**config.mk**
```make
export PLATFORM = sky130hd
export DESIGN_NAME = branch_predictor
export DESIGN_NICKNAME = d
export VERILOG_FILES = /design/src/rtl/branch_predictor.sv
export SDC_FILE = /design/constraint.sdc
export NUM_CORES = 2
export LEC_CHECK = 0
export CORE_UTILIZATION = 40
export DETAILED_ROUTE_END_ITERATION = 8
export GPL_TIMING_DRIVEN = 0
export PLACE_DENSITY = 0.57
export SLEW_MARGIN = 10
export SYNTH_ARGS = -nofsm -noshare
export SYNTH_HDL_FRONTEND = slang
export SYNTH_SLANG_ARGS = --single-unit
```
**constraint.sdc**
```tcl
create_clock -name clk -period 9.05 [get_ports clk]
set_input_delay 1.81 -clock clk [delete_from_list [all_inputs] [get_ports clk]]
set_output_delay 1.81 -clock clk [all_outputs]
set_load 0.05 [all_outputs]
```
**src/rtl/branch_predictor.sv**
```systemverilog
// Direct-mapped branch target buffer with 2-bit saturating counters.
// A post-reset sweep (INIT) clears the table one entry per cycle, then the
// predictor runs: combinational lookup on fetch_pc, training from execute,
// and a registered flush/redirect pulse on each mispredict.
// Optional macro BP_PERF_CNT_EN adds perf_updates / perf_mispredicts counters.
module branch_predictor #(
  parameter int unsigned REG_SIZE = 32,
  parameter int unsigned IDX_BITS = 4
) (
  input  logic                clk,
  input  logic                rst,
  input  logic [REG_SIZE-1:0] fetch_pc,
  output logic                pred_taken,
  output logic [REG_SIZE-1:0] pred_target,
  output logic                ready,
  input  logic                upd_valid,
  input  logic [REG_SIZE-1:0] upd_pc,
  input  logic                upd_is_jump,
  input  logic                upd_taken,
  input  logic [REG_SIZE-1:0] upd_target,
  input  logic                upd_pred_taken,
  input  logic [REG_SIZE-1:0] upd_pred_target,
  output logic                flush,
  output logic [REG_SIZE-1:0] redirect_pc
`ifdef BP_PERF_CNT_EN
  ,
  output logic [31:0]         perf_updates,
  output logic [31:0]         perf_mispredicts
`endif
);

  localparam int unsigned ENTRIES = 2 ** IDX_BITS;
  localparam int unsigned TAG_W   = REG_SIZE - IDX_BITS - 2;

  typedef enum logic {S_INIT, S_RUN} state_t;

  typedef struct packed {
    logic                valid;
    logic [TAG_W-1:0]    tag;
    logic [REG_SIZE-1:0] target;
    logic                jump;
    logic [1:0]          ctr;
  } entry_t;

  entry_t tbl [ENTRIES];

  state_t              state_q, state_d;
  logic [IDX_BITS-1:0] idx_q, idx_d;
  logic [IDX_BITS-1:0] f_idx, u_idx, wr_idx;
  logic [TAG_W-1:0]    f_tag, u_tag;
  entry_t              f_ent, u_ent, wr_ent;
  logic                run, upd_run, u_hit, mispredict, wr_en;

  assign run     = (state_q == S_RUN);
  assign ready   = run;
  assign f_idx   = fetch_pc[IDX_BITS+1:2];
  assign f_tag   = fetch_pc[REG_SIZE-1:IDX_BITS+2];
  assign u_idx   = upd_pc[IDX_BITS+1:2];
  assign u_tag   = upd_pc[REG_SIZE-1:IDX_BITS+2];
  assign f_ent   = tbl[f_idx];
  assign u_ent   = tbl[u_idx];
  assign u_hit   = u_ent.valid && (u_ent.tag == u_tag);
  assign upd_run = run && upd_valid;
  assign mispredict = upd_run && ((upd_taken != upd_pred_taken) ||
                                  (upd_taken && (upd_target != upd_pred_target)));

  // Lookup reads pre-update table contents, so a same-cycle update shows next cycle
  always_comb begin
    pred_taken  = run && f_ent.valid && (f_ent.tag == f_tag) &&
                  (f_ent.jump || f_ent.ctr[1]);
    pred_target = pred_taken ? f_ent.target : fetch_pc + REG_SIZE'(4);
  end

  // State and sweep index register
  always_ff @(posedge clk) begin
    if (rst) begin
      state_q <= S_INIT;
      idx_q   <= '0;
    end else begin
      state_q <= state_d;
      idx_q   <= idx_d;
    end
  end

  // Next state plus table write selection: sweep clear in INIT, training in RUN
  always_comb begin
    state_d    = state_q;
    idx_d      = idx_q;
    wr_en      = 1'b0;
    wr_idx     = idx_q;
    wr_ent     = '0;
    unique case (state_q)
      S_INIT: begin
        wr_en      = 1'b1;
        wr_ent.ctr = 2'b01;
        idx_d      = idx_q + IDX_BITS'(1);
        if (idx_q == IDX_BITS'(ENTRIES - 1)) state_d = S_RUN;
      end
      S_RUN: begin
        if (upd_valid) begin
          wr_idx = u_idx;
          if (u_hit) begin
            wr_en       = 1'b1;
            wr_ent      = u_ent;
            wr_ent.jump = upd_is_jump;
            if (upd_taken) begin
              wr_ent.target = upd_target;
              wr_ent.ctr    = (u_ent.ctr == 2'b11) ? 2'b11 : u_ent.ctr + 2'd1;
            end else begin
              wr_ent.ctr    = (u_ent.ctr == 2'b00) ? 2'b00 : u_ent.ctr - 2'd1;
            end
          end else if (upd_taken) begin
            wr_en         = 1'b1;
            wr_ent.valid  = 1'b1;
            wr_ent.tag    = u_tag;
            wr_ent.target = upd_target;
            wr_ent.jump   = upd_is_jump;
            wr_ent.ctr    = 2'b10;
          end
        end
      end
      default: state_d = S_INIT;
    endcase
  end

  // Table storage; no reset, the INIT sweep clears it
  always_ff @(posedge clk) begin
    if (wr_en && !rst) tbl[wr_idx] <= wr_ent;
  end

  // Registered one-cycle flush pulse with the corrected fetch address
  always_ff @(posedge clk) begin
    if (rst) begin
      flush       <= 1'b0;
      redirect_pc <= '0;
    end else begin
      flush <= mispredict;
      if (mispredict) redirect_pc <= upd_taken ? upd_target : upd_pc + REG_SIZE'(4);
    end
  end

`ifdef BP_PERF_CNT_EN
  // Free-running update / mispredict counters, wrapping at 2^32
  always_ff @(posedge clk) begin
    if (rst) begin
      perf_updates     <= '0;
      perf_mispredicts <= '0;
    end else begin
      if (upd_run)    perf_updates     <= perf_updates + 32'd1;
      if (mispredict) perf_mispredicts <= perf_mispredicts + 32'd1;
    end
  end
`endif

endmodule

```
==> flow_metrics.env <==
export IMPL_synthFlopType="edfxtp_1"
export IMPL_htreeDepth=3
export IMPL_cts_sinks=1030
export IMPL_crit_family="buffers and inverters"
export IMPL_drt_iter0_drc=5393
export IMPL_ir_worst_vdd_v=0.000163
export IMPL_synthesis_nets=3142
export IMPL_outcome="finished with violations"
export IMPL_synth_edff_count=992
export IMPL_period_needed_ns=9.09
export IMPL_yosys_warnings=0
export IMPL_setup_viol=8
export IMPL_wl_per_cell_um=45.0
export IMPL_netlist_instances=3005
export IMPL_nets=3500
export IMPL_ys_types=77
export IMPL_place_ws_ns=-1.65
export IMPL_syn_area_mm2=0.0517
export IMPL_worstPathCellList="clkdlybuf4s50_1, clkbuf_2, clkbuf_1, clkbuf_1, nand2_1, o22ai_1, nand4_2, nor4b_4, buf_4, buf_4, buf_6, mux2_4, dlygate4sd2_1"
export IMPL_path_clk_slew_ns=0.06
export IMPL_max_slew_margin_pct=7.13
export IMPL_critical_path_max_stage_delay_ns=1.00
export IMPL_ant_nets=0
export IMPL_path_class="in -> out"
export IMPL_cts_buffers=114
export IMPL_cp_end_kind="output pin"
export IMPL_grt_setup_unrepaired="no"
export IMPL_clockRootBuffer="clkbuf_16"
export IMPL_powerDensity_mw_per_mm2=183
export IMPL_path_buf_inv=8
export IMPL_routed_wl_mm=231
export IMPL_yosysSeqAreaShare_pct=59.1
export IMPL_antenna_found_initial=23
export IMPL_slowest_stage="clkbuf_1"
export IMPL_multiInputGateArea_mm2=0.0202
export IMPL_synth_async_reset_ratio_pct=0
export IMPL_max_cap_viol_count=0
export IMPL_hold_path_class="reg -> reg"
export IMPL_place_congestion=1.02
export IMPL_io_pin_count=201
export IMPL_fin_crit_sh_pct=100
export IMPL_tightest_slew_ns=1.39
export IMPL_clock_latency_ns=0.78
export IMPL_leakagePower_nw=21.5
export IMPL_cts_buffer_depth=3
export IMPL_max_freq_ghz=0.110
export IMPL_grt_usage_pct=35.2
export IMPL_use_met3_pct=9.37
export IMPL_skew_ns=0.0725
export IMPL_worstPathRequired_ns=7.24
export IMPL_fp_row_count=131
export IMPL_die_area_mm2=0.131
export IMPL_seq_area_mm2=0.0305
export IMPL_placeableCoreArea_mm2=0.128
export IMPL_cts_tree="yes"
export IMPL_area_growth_pct=18.2
export IMPL_dp_hpwl_mm=167
export IMPL_io_buffers=172
export IMPL_initial_utilization_pct=40.4
export IMPL_crit_fanout=10
export IMPL_grt_use_met2_pct=54.4
export IMPL_die_h_um=362
export IMPL_critPathArrivalTime_ns=7.28
export IMPL_grt_overflow=0
export IMPL_avgViaCountPerCell=6.86
export IMPL_grt_pass1_wl_mm=308
export IMPL_fillers=10800
export IMPL_busiest_layer="met2"
export IMPL_worstSetupStartpointType="input pin"
export IMPL_dp_cells=4905
export IMPL_die_w_um=362
export IMPL_drive_above_1_share_pct=26.7
export IMPL_first_global_vias=34900
export IMPL_fin_cells=5132
export IMPL_violations="negative setup slack"
export IMPL_grt_max_degree=19
export IMPL_syn_avg_cell_area_um2=17.2
export IMPL_layout_setup_ws_ns=-0.0429
export IMPL_slew_viol_final=0
export IMPL_drc=0
export IMPL_synth_seq_cells=1030
export IMPL_grtUsageMet1_pct=45.6
export IMPL_power_mw=11.2
export IMPL_first_pass_iters=7
export IMPL_vias=35200
export IMPL_finalHoldViolCount=0
-- synth_stat cells, drive strengths merged, types with 8 or more instances --
cell type | n | share of area (%)
edfxtp | 992 | 58
mux4 | 493 | 22
mux2i | 230 | 4.5
nor2 | 134 | 0.97
buf | 126 | 1.4
nand2 | 114 | 0.83
clkbuf | 109 | 0.79
xnor2 | 75 | 1.3
o21ai | 63 | 0.61
xor2 | 58 | 0.98
a22oi | 52 | 0.75
a22o | 48 | 0.81
a21oi | 46 | 0.45
mux2 | 46 | 1.1
nand3 | 46 | 0.45
nor3 | 41 | 0.41
dfxtp | 38 | 1.5
inv | 25 | 0.18
nor4 | 25 | 0.31
a211oi | 19 | 0.28
o22ai | 19 | 0.23
nor2b | 18 | 0.22
and3 | 17 | 0.21
a31oi | 15 | 0.18
and2 | 14 | 0.17
nand2b | 14 | 0.17
nand4 | 14 | 0.18
a2111oi | 12 | 0.21
and4 | 8 | 0.14
o21a | 8 | 0.12
-- cell usage in the layout (no fill, tap or decap), types with 48 or more instances in the layout --
master / synthesis / layout
mux4_2: 479 / 479
xor2_1: 58 / 58
mux2i_1: 230 / 224
clkdlybuf4s50_1: 0 / 139
o21ai_0: 63 / 61
edfxtp_1: 992 / 992
clkbuf_16: 0 / 118
nor2_1: 134 / 116
a22oi_1: 52 / 52
nand2_1: 114 / 114
clkbuf_1: 109 / 118
a22o_1: 48 / 48
xnor2_1: 75 / 75
-- stage by stage --
| step | hold slack [ns] | TNS [ns] | cell area, um2 | util, % |
|---|---|---|---|---|
| finish | 0.509 | -0.167 | 61100 | 47.8 |
| detailed placement | 0.485 | -50.34 | 57100 | 44.7 |
| global route | 0.532 | 0 | 61100 | 47.8 |
| floorplan | 0.521 | 0 | 51700 | - |
| CTS | 0.508 | 0 | 61000 | 47.7 |
| global placement | 0.485 | -6338.64 | 55500 | 43.4 |
-- flip-flops by register name (all words and copies together) (netlist names) --
register     cells
tbl            992
redirect_pc     32
idx_q            4
ready            1
flush            1
-- layout make-up --
type	count	area share (%)
buffer	235	2.04
tap	1662	3.40
sequential	1030	50.0
clock buffer	154	5.20
timing repair buffer	242	5.20
antenna	11	0.0450
inverter	27	0.166
multi-input combinational	1713	33.0
clock inverter	58	0.971
-- report_power, final --
part	switching, mW	internal [mW]	total [mW]	leakage (nW)
Sequential	0.0230	5.21	5.23	10.8
Combinational	0.813	0.436	1.25	8.79
Clock	2.04	2.69	4.73	1.84
-- cell families (layout without fill, tap and decap cells) --
kind of cell,count (synthesis),after routing,share of synthesized area (%)
AO/OA/AOI/OAI,342,342,4.65
XOR/XNOR,133,133,2.25
adder cells (fa/ha/maj),3,3,0.0726
buffers and inverters,262,716,2.40
flip-flops,1030,1030,59.1
multiplexers,769,769,27.2
other,0,11,0
AND/OR/NAND/NOR,466,466,4.38
-- timing repair --
item                                    4_1_cts  5_1_grt
setup buffers                                 4        0
resized for setup                            80        8
cloned                                        0        0
endpoints found under the setup margin       33       32
pin swaps                                     2        0
hold endpoints to repair                      0        0
hold buffers                                  0        0
-- final timing paths --
kind,from,cells past startpoint,end,slack [ns]
worst min register to register,redirect_pc[12]$_SDFFE_PP0P_,2,redirect_pc[12]$_SDFFE_PP0P_,0.51
worst min-delay path,redirect_pc[12]$_SDFFE_PP0P_,2,redirect_pc[12]$_SDFFE_PP0P_,0.51
worst max register to register,tbl[12][49]$_DFFE_PP_,10,tbl[9][24]$_DFFE_PP_,3.15
worst max-delay path,fetch_pc[5],13,pred_target[8],-0.04
-- worst min-delay path: stages (launching register included) --
cell,delay [ns]
dfxtp_1,0.33
mux2i_1,0.07
nor2_1,0.08
-- layer usage --
| metal | share of wire (%) | vias to the layer above |
|---|---|---|
| met1 | 37 | 18700 |
| li1 | - | 13300 |
| met3 | 11 | 566 |
| met4 | 5.9 | 16 |
| met5 | 0.046 | - |
| met2 | 46 | 2608 |
Power figures use the tool's default switching activity.
